**config.mk**
```make
export PLATFORM = sky130hd
export DESIGN_NAME = dmem_controller
export DESIGN_NICKNAME = d
export VERILOG_FILES = /design/src/rtl/dmem_controller.sv
export SDC_FILE = /design/constraint.sdc
export NUM_CORES = 1
export LEC_CHECK = 0
export CAP_MARGIN = 20
export CELL_PAD_IN_SITES_DETAIL_PLACEMENT = 1
export CELL_PAD_IN_SITES_GLOBAL_PLACEMENT = 1
export CORE_MARGIN = 3
export CORE_UTILIZATION = 26
export DETAILED_ROUTE_END_ITERATION = 8
export PLACE_DENSITY = 0.81
export SETUP_SLACK_MARGIN = 0.2
export SLEW_MARGIN = 20
export SYNTH_ARGS = -nofsm -noshare
export SYNTH_HDL_FRONTEND = slang
export SYNTH_SLANG_ARGS = --single-unit
```
**constraint.sdc**
```tcl
create_clock -name clk -period 1.9 [get_ports clk]
set_input_delay 0.19 -clock clk [delete_from_list [all_inputs] [get_ports clk]]
set_output_delay 0.19 -clock clk [all_outputs]
set_load 0.005 [all_outputs]
```
**src/rtl/dmem_controller.sv**
```systemverilog
// Data-memory controller: arbitrates LSU read/write requests from
// NUM_CONSUMERS ports onto NUM_CHANNELS memory channels. Each channel runs
// its own FSM, and a consumer is claimed by at most one channel at a time.
// All outputs come straight from flops.
module dmem_controller #(
  parameter int ADDR_BITS     = 8,
  parameter int DATA_BITS     = 8,
  parameter int NUM_CONSUMERS = 4,
  parameter int NUM_CHANNELS  = 1,
  parameter int WRITE_ENABLE  = 1
) (
  input  logic                               clk,
  input  logic                               reset,
  input  logic [NUM_CONSUMERS-1:0]           consumer_read_valid,
  input  logic [NUM_CONSUMERS*ADDR_BITS-1:0] consumer_read_address,
  output logic [NUM_CONSUMERS-1:0]           consumer_read_ready,
  output logic [NUM_CONSUMERS*DATA_BITS-1:0] consumer_read_data,
  input  logic [NUM_CONSUMERS-1:0]           consumer_write_valid,
  input  logic [NUM_CONSUMERS*ADDR_BITS-1:0] consumer_write_address,
  input  logic [NUM_CONSUMERS*DATA_BITS-1:0] consumer_write_data,
  output logic [NUM_CONSUMERS-1:0]           consumer_write_ready,
  output logic [NUM_CHANNELS-1:0]            mem_read_valid,
  output logic [NUM_CHANNELS*ADDR_BITS-1:0]  mem_read_address,
  input  logic [NUM_CHANNELS-1:0]            mem_read_ready,
  input  logic [NUM_CHANNELS*DATA_BITS-1:0]  mem_read_data,
  output logic [NUM_CHANNELS-1:0]            mem_write_valid,
  output logic [NUM_CHANNELS*ADDR_BITS-1:0]  mem_write_address,
  output logic [NUM_CHANNELS*DATA_BITS-1:0]  mem_write_data,
  input  logic [NUM_CHANNELS-1:0]            mem_write_ready
);

  localparam int ID_W = (NUM_CONSUMERS > 1) ? $clog2(NUM_CONSUMERS) : 1;

  typedef enum logic [2:0] {
    S_IDLE,
    S_READ_WAITING,
    S_WRITE_WAITING,
    S_READ_RELAYING,
    S_WRITE_RELAYING
  } state_t;

  // Channel FSM state, the consumer each channel serves, and the claim mask
  state_t                   r_state     [NUM_CHANNELS];
  state_t                   w_state_next[NUM_CHANNELS];
  logic [ID_W-1:0]          r_id        [NUM_CHANNELS];
  logic [ID_W-1:0]          w_id_next   [NUM_CHANNELS];
  logic [NUM_CONSUMERS-1:0] r_claimed;
  logic [NUM_CONSUMERS-1:0] w_claimed_next;
  logic [NUM_CONSUMERS-1:0] w_taken;

  // Arbitration result of each idle channel for this cycle
  logic [NUM_CHANNELS-1:0]  w_pick_valid;
  logic [NUM_CHANNELS-1:0]  w_pick_read;
  logic [ID_W-1:0]          w_pick_id[NUM_CHANNELS];

  // Output registers and their next values
  logic [NUM_CHANNELS-1:0]                 r_mem_read_valid,  w_mem_read_valid_next;
  logic [NUM_CHANNELS-1:0][ADDR_BITS-1:0]  r_mem_read_address, w_mem_read_address_next;
  logic [NUM_CHANNELS-1:0]                 r_mem_write_valid, w_mem_write_valid_next;
  logic [NUM_CHANNELS-1:0][ADDR_BITS-1:0]  r_mem_write_address, w_mem_write_address_next;
  logic [NUM_CHANNELS-1:0][DATA_BITS-1:0]  r_mem_write_data, w_mem_write_data_next;
  logic [NUM_CONSUMERS-1:0]                r_consumer_read_ready, w_consumer_read_ready_next;
  logic [NUM_CONSUMERS-1:0][DATA_BITS-1:0] r_consumer_read_data, w_consumer_read_data_next;
  logic [NUM_CONSUMERS-1:0]                r_consumer_write_ready, w_consumer_write_ready_next;

  // Unpacked views of the flat buses
  logic [ADDR_BITS-1:0]     w_rd_addr [NUM_CONSUMERS];
  logic [ADDR_BITS-1:0]     w_wr_addr [NUM_CONSUMERS];
  logic [DATA_BITS-1:0]     w_wr_data [NUM_CONSUMERS];
  logic [DATA_BITS-1:0]     w_mem_rd_data[NUM_CHANNELS];
  logic [NUM_CONSUMERS-1:0] w_wr_valid;

  genvar gi;
  generate
    for (gi = 0; gi < NUM_CONSUMERS; gi++) begin : g_cons
      assign w_rd_addr[gi] = consumer_read_address[gi*ADDR_BITS +: ADDR_BITS];
      assign w_wr_addr[gi] = consumer_write_address[gi*ADDR_BITS +: ADDR_BITS];
      assign w_wr_data[gi] = consumer_write_data[gi*DATA_BITS +: DATA_BITS];
    end
    for (gi = 0; gi < NUM_CHANNELS; gi++) begin : g_chan
      assign w_mem_rd_data[gi] = mem_read_data[gi*DATA_BITS +: DATA_BITS];
    end
  endgenerate

  // A read-only build never sees a write request, so the write states are unreachable
  assign w_wr_valid = (WRITE_ENABLE != 0) ? consumer_write_valid : '0;

  assign mem_read_valid       = r_mem_read_valid;
  assign mem_read_address     = r_mem_read_address;
  assign mem_write_valid      = r_mem_write_valid;
  assign mem_write_address    = r_mem_write_address;
  assign mem_write_data       = r_mem_write_data;
  assign consumer_read_ready  = r_consumer_read_ready;
  assign consumer_read_data   = r_consumer_read_data;
  assign consumer_write_ready = r_consumer_write_ready;

  // State and output registers with synchronous reset
  always_ff @(posedge clk) begin
    if (reset) begin
      for (int c = 0; c < NUM_CHANNELS; c++) begin
        r_state[c] <= S_IDLE;
        r_id[c]    <= '0;
      end
      r_claimed              <= '0;
      r_mem_read_valid       <= '0;
      r_mem_read_address     <= '0;
      r_mem_write_valid      <= '0;
      r_mem_write_address    <= '0;
      r_mem_write_data       <= '0;
      r_consumer_read_ready  <= '0;
      r_consumer_read_data   <= '0;
      r_consumer_write_ready <= '0;
    end else begin
      for (int c = 0; c < NUM_CHANNELS; c++) begin
        r_state[c] <= w_state_next[c];
        r_id[c]    <= w_id_next[c];
      end
      r_claimed              <= w_claimed_next;
      r_mem_read_valid       <= w_mem_read_valid_next;
      r_mem_read_address     <= w_mem_read_address_next;
      r_mem_write_valid      <= w_mem_write_valid_next;
      r_mem_write_address    <= w_mem_write_address_next;
      r_mem_write_data       <= w_mem_write_data_next;
      r_consumer_read_ready  <= w_consumer_read_ready_next;
      r_consumer_read_data   <= w_consumer_read_data_next;
      r_consumer_write_ready <= w_consumer_write_ready_next;
    end
  end

  // Next state and claims; channels evaluated in index order so a consumer
  // picked by a lower channel this cycle is invisible to higher ones
  always_comb begin
    w_taken        = r_claimed;
    w_claimed_next = r_claimed;
    w_pick_valid   = '0;
    w_pick_read    = '0;
    for (int c = 0; c < NUM_CHANNELS; c++) begin
      w_state_next[c] = r_state[c];
      w_id_next[c]    = r_id[c];
      w_pick_id[c]    = '0;
      case (r_state[c])
        S_IDLE: begin
          for (int i = 0; i < NUM_CONSUMERS; i++) begin
            if (!w_pick_valid[c] && !w_taken[i] &&
                (consumer_read_valid[i] || w_wr_valid[i])) begin
              w_pick_valid[c] = 1'b1;
              w_pick_read[c]  = consumer_read_valid[i];
              w_pick_id[c]    = ID_W'(i);
            end
          end
          if (w_pick_valid[c]) begin
            w_taken[w_pick_id[c]]        = 1'b1;
            w_claimed_next[w_pick_id[c]] = 1'b1;
            w_id_next[c]                 = w_pick_id[c];
            w_state_next[c] = w_pick_read[c] ? S_READ_WAITING : S_WRITE_WAITING;
          end
        end
        S_READ_WAITING:
          if (mem_read_ready[c]) w_state_next[c] = S_READ_RELAYING;
        S_WRITE_WAITING:
          if (mem_write_ready[c]) w_state_next[c] = S_WRITE_RELAYING;
        S_READ_RELAYING:
          if (!consumer_read_valid[r_id[c]]) begin
            w_state_next[c]          = S_IDLE;
            w_claimed_next[r_id[c]]  = 1'b0;
          end
        S_WRITE_RELAYING:
          if (!w_wr_valid[r_id[c]]) begin
            w_state_next[c]          = S_IDLE;
            w_claimed_next[r_id[c]]  = 1'b0;
          end
        default: w_state_next[c] = S_IDLE;
      endcase
    end
  end

  // Next values of the output registers; anything not touched holds
  always_comb begin
    w_mem_read_valid_next       = r_mem_read_valid;
    w_mem_read_address_next     = r_mem_read_address;
    w_mem_write_valid_next      = r_mem_write_valid;
    w_mem_write_address_next    = r_mem_write_address;
    w_mem_write_data_next       = r_mem_write_data;
    w_consumer_read_ready_next  = r_consumer_read_ready;
    w_consumer_read_data_next   = r_consumer_read_data;
    w_consumer_write_ready_next = r_consumer_write_ready;
    for (int c = 0; c < NUM_CHANNELS; c++) begin
      case (r_state[c])
        S_IDLE:
          if (w_pick_valid[c]) begin
            if (w_pick_read[c]) begin
              w_mem_read_valid_next[c]   = 1'b1;
              w_mem_read_address_next[c] = w_rd_addr[w_pick_id[c]];
            end else begin
              w_mem_write_valid_next[c]   = 1'b1;
              w_mem_write_address_next[c] = w_wr_addr[w_pick_id[c]];
              w_mem_write_data_next[c]    = w_wr_data[w_pick_id[c]];
            end
          end
        S_READ_WAITING:
          if (mem_read_ready[c]) begin
            w_mem_read_valid_next[c]            = 1'b0;
            w_consumer_read_ready_next[r_id[c]] = 1'b1;
            w_consumer_read_data_next[r_id[c]]  = w_mem_rd_data[c];
          end
        S_WRITE_WAITING:
          if (mem_write_ready[c]) begin
            w_mem_write_valid_next[c]            = 1'b0;
            w_consumer_write_ready_next[r_id[c]] = 1'b1;
          end
        S_READ_RELAYING:
          if (!consumer_read_valid[r_id[c]])
            w_consumer_read_ready_next[r_id[c]] = 1'b0;
        S_WRITE_RELAYING:
          if (!w_wr_valid[r_id[c]])
            w_consumer_write_ready_next[r_id[c]] = 1'b0;
        default: ;
      endcase
    end
  end

endmodule

```
* After elaboration in Yosys (flattened, before gate mapping)
Memory sizes are Yosys's and may differ from the RTL's. Index checks and enable logic that the tools add are counted.
Storage, ports and cells: output and inout bits 66, logic and storage cells 150, memories 2, register bits 70, bits of input ports 116, RAM bits 5
Cells by class: bitwise logic cells 9, $lt $le $gt $ge 5, eq/ne operators 12, reduce and logical (&&, ||, !) cells 36, muxes and demuxes 74
Memories:
- r_state | depth 1, width 3, read ports 1, clocked after Yosys merged registers in 0, wr ports 1, line 43 | state_t r_state [NUM_CHANNELS];
- r_id | depth 1, width 2, read ports 1, clocked after Yosys merged registers in 0, wr ports 1, line 45 | logic [ID_W-1:0] r_id [NUM_CHANNELS];
Operators with widths (number):
- 2-to-1 mux 8 bit | 7
- binary-select mux 8 bit (select 2 bit) | 3
- bitwise mux 32 bit | 1
- 2-to-1 mux 1 bit | 31
- 2-to-1 mux 4 bit | 7
- 2-to-1 mux 3 bit | 6
- demux 8 bit (select 2 bit) | 1
- 2-to-1 mux 2 bit | 8
- one-hot mux 4 bit (2 select lines) | 2
- one-hot mux 3 bit (5 select lines) | 1
- inequality test 2 bit (second input constant) | 7
- AND 4 bit | 3
- OR 4 bit | 3
- one-hot mux 4 bit (3 select lines) | 1
- AND reduction 3 bit | 4
- AND reduction 4 bit | 3
- logical AND 1 bit | 9
- nonzero test 2 bit | 4
- logical NOT 1 bit | 7
- == test 3 x 2 -> 1 bit (second input constant) | 2
- less-than comparator 2 x 3 -> 1 bit (second input constant) | 2
- binary-select mux 1 bit (select 2 bit) | 2
- demux 1 bit (select 2 bit) | 2
- greater-or-equal comparator 2 x 1 -> 1 bit (second input constant) | 2
- 14 further kinds | 18

* Depth between registers and ports, before layout
word-level depth 26, depth in mapped cells 8, depth with buffers taken out 5

* Worst setup path before layout
No wires, ideal clock.
path kind register to register, start point memory r_state[0][0] (netlist name), end point register r_mem_write_address (netlist bit mem_write_address[0]), buffers on the path 1, slack -0.025 ns, required time 1.783 ns, cell stages (with the launch flop) 7, setup time 0.117 ns, clock period less this slack 1.925 ns, arrival time 1.808 ns, cells stage by stage dfxtp_1 > or3_1 > nor2_1 > and2_0 > clkbuf_1 > o21ai_0 > a32o_1
Between the ends: cells in the longest elaborated chain, start to end 7, elaborated cells on any way between the ends 11, classes of those cells mux (6); bitwise (2); reduce/logical (2); memory (1)
RTL lines:
- start, declared | line 43
- memory (1 x 3 bit) (*)
- logical NOT 3 bit (*) | line 188 | case (r_state[c])
- 2-to-1 mux 2 bit | line 141 | case (r_state[c])
- inverter 2 -> 3 bit (not written as such) | line 196 | w_mem_write_address_next[c] = w_wr_addr[w_pick_id[c]];
- binary-select mux 8 bit (select 2 bit) | line 196
- 2-to-1 mux 8 bit (not written as such) (2 in series) | line 196
- end signal, assigned | line 122 | r_mem_write_address <= w_mem_write_address_next;
- end, declared | line 60 | logic [NUM_CHANNELS-1:0][ADDR_BITS-1:0] r_mem_write_address, w_mem_write_address_next;
Mark *: on every way between the ends. The rest lies on a longest branch, timed or not. The select of a mux whose other input is x is not followed. A chain may end at the register's enable or synchronous reset.

==> run metrics <==
WL per Instance 21.1 um; element type at the critical path end flop; Worst path slowest cell mux4_2; Chip Width 128 um; root buffer cell clkbuf_16; drt drc 0; aggregate global routing overflow 0; area of the mapped netlist 3880 um^2; Area contributors post-synth dfxtp_1, nand2_1, a21oi_1; HP Class in2reg; cell taking the most area after synthesis dfxtp_1; maximum number of pins on one net before global-route repair 33; # nets final 851; Starting Density 0.266; Worst VDD drop 0.000638 V; Final HPWL DP 13.2 mm; EDFF count, synth 0; area of the multi-input gates 2540 um^2; Routed Antenna Nets 0; Finished Layout Cells 924; FF/Latch Area 1510 um^2; Lkg Pwr 2.62 nW; Post-Place Cells 881; worst slew pin tran 547 ps; routed vias/inst 5.42; Seq cells post-synth 75; status finished, final reports clean; worst endpoint required time 2110 ps; period utilization 0.994; final worst path period need 1890 ps; syn_area_per_cell 7.73 um^2; CP cell instances mux4_2 -> and2_4 -> or3_4 -> o21ai_1 -> a21oi_1; CTS tree done; clock sink count 75; CTS Buf Count 9; initial drt markers 235; site row count 44; number of fill cells 1699; unrepaired setup endpoints after global routing yes; most common library cell in the layout ignoring fill and taps clkdlybuf4s50_1; Final Hold Viols 0; Setup Viol. Count Final 0; Top FF cell, synth dfxtp_1; max-slew violation count 0; Area Growth Syn to Fin 86.6%; TNS Setup 0 ps; Fin Clk Skew 9.24 ps; most frequent cells in the layout clkdlybuf4s50_1, nand2_1, dfxtp_1, buf_4, a21oi_1; share of the yosys chip area belonging to registers 0.387; Critical Path Source Type flop; DRT Wirelength 19.5 mm; fmax 0.530 GHz; Vias 5008; Setup CP Type reg2reg; synthesis warning total 0; Die Ht 128 um; I/O Buffers 181; syn_nets 618; GRT Util Overall 0.214; Crit path arrival time 2100 ps; clock buffer depth 2; Ports 182; cts hold-fix bufs 0; top cell type's share of synthesized area 0.387; initial antenna violation count 0; global-route wire length before repair 28.1 mm; CP Max Fanout 4; diodes inserted 0; Crit path largest cell delay 530 ps; drt pass-1 iters 5; Final GP Congestion 0.874; final hold slack 325 ps; MaxCap Viol Count 0; fraction of registers with async set/reset 0; Cells after Synth 502; Clock Latency Late Sink 340 ps; PwrDens 1290 nW/um^2; vias in the first global route 5263; core box area 14600 um^2; clk slew on worst S/H paths 70 ps; Yosys cell types 42; htree depth 3; layout cells sized above 1 0.228; full die area 16400 um^2; worst rel slew slack 0.635
==> report_power, final <==
group	switching [W]	internal (W)	total [W]
Sequential	0.000263	0.00195	0.00221
Clock	0.000723	0.00106	0.00179
Combinational	0.00266	0.00269	0.00536
Total	0.00365	0.00571	0.00935
==> layout make-up <==
cell class	instances	share of cell area
clock buffer	10	0.0330
inverter	17	0.00916
sequential	75	0.209
clock inverter	6	0.00985
timing repair buffer	259	0.357
tap	184	0.0318
multi-input combinational	373	0.350
==> critical path: cells and delay by family (launching register included) <==
family	cells	cell delay (ps)
muxes	1	530
and+or+nand+nor	2	530
DFF	1	370
AOI/OAI and AO/OA	2	330
==> synth_stat cells (2+ instances only) <==
cell,count
nand2_1,88
dfxtp_1,75
a21oi_1,52
o21ai_0,36
nand3_1,32
clkbuf_1,30
a31oi_1,23
inv_1,17
a32o_1,15
nor2_1,15
and3_1,10
a21boi_0,9
nand4_1,9
o2111ai_1,9
buf_2,8
nand2b_1,8
mux2_2,7
nor2b_1,7
o21bai_1,5
o31ai_1,5
a311oi_1,4
nor3_1,4
o21ba_2,4
mux2i_1,3
o221ai_1,3
o22ai_1,3
or3_1,3
mux4_2,2
nor3b_1,2
or2_2,2
==> cell families after synthesis <==
kind of cell | synth area share
muxes | 0.0397
AOI/OAI and AO/OA | 0.295
and+or+nand+nor | 0.222
buffers and inverters | 0.0567
DFF | 0.387
==> final timing paths <==
path	startpoint	to	slack (ps)	cells past startpoint
setup / recovery	r_id[0][0]$_SDFFE_PP0N_	flop	10	5
hold / removal	reset	r_id[0][0]$_SDFFE_PP0N_	320	2
setup reg to reg	r_id[0][0]$_SDFFE_PP0N_	flop	10	5
hold reg to reg	consumer_read_data[29]$_SDFFE_PP0P_	consumer_read_data[29]$_SDFFE_PP0P_	460	2
==> metal layers <==
layer / track usage / wire length, um / vias to the layer above
met5: 0 / 0 / -
met1: 0.259 / 7720 / 2459
met4: 0.0655 / 434 / 0
met3: 0.0442 / 1180 / 35
met2: 0.378 / 10200 / 206
li1: - / - / 2308
==> through the flow <==
step	utilization	power [W]	area (um^2)	setup WS, ps
detailed placement	0.428	0.00635	6240	-280
CTS	0.465	0.00852	6790	103
global placement	0.428	0.00619	6240	-223
global route	0.496	0.00987	7240	-36.8
finish	0.496	0.00935	7240	11.9
floorplan	-	0.00424	3930	134
==> timing repair <==
action | in CTS | in global routing
pin swaps | 9 | 28
gates cloned | 2 | 7
setup buffers | 8 | 10
endpoints found under the setup margin | 61 | 71
gates resized for setup | 39 | 67
No activity file was read; power rests on OpenSTA's default activity.
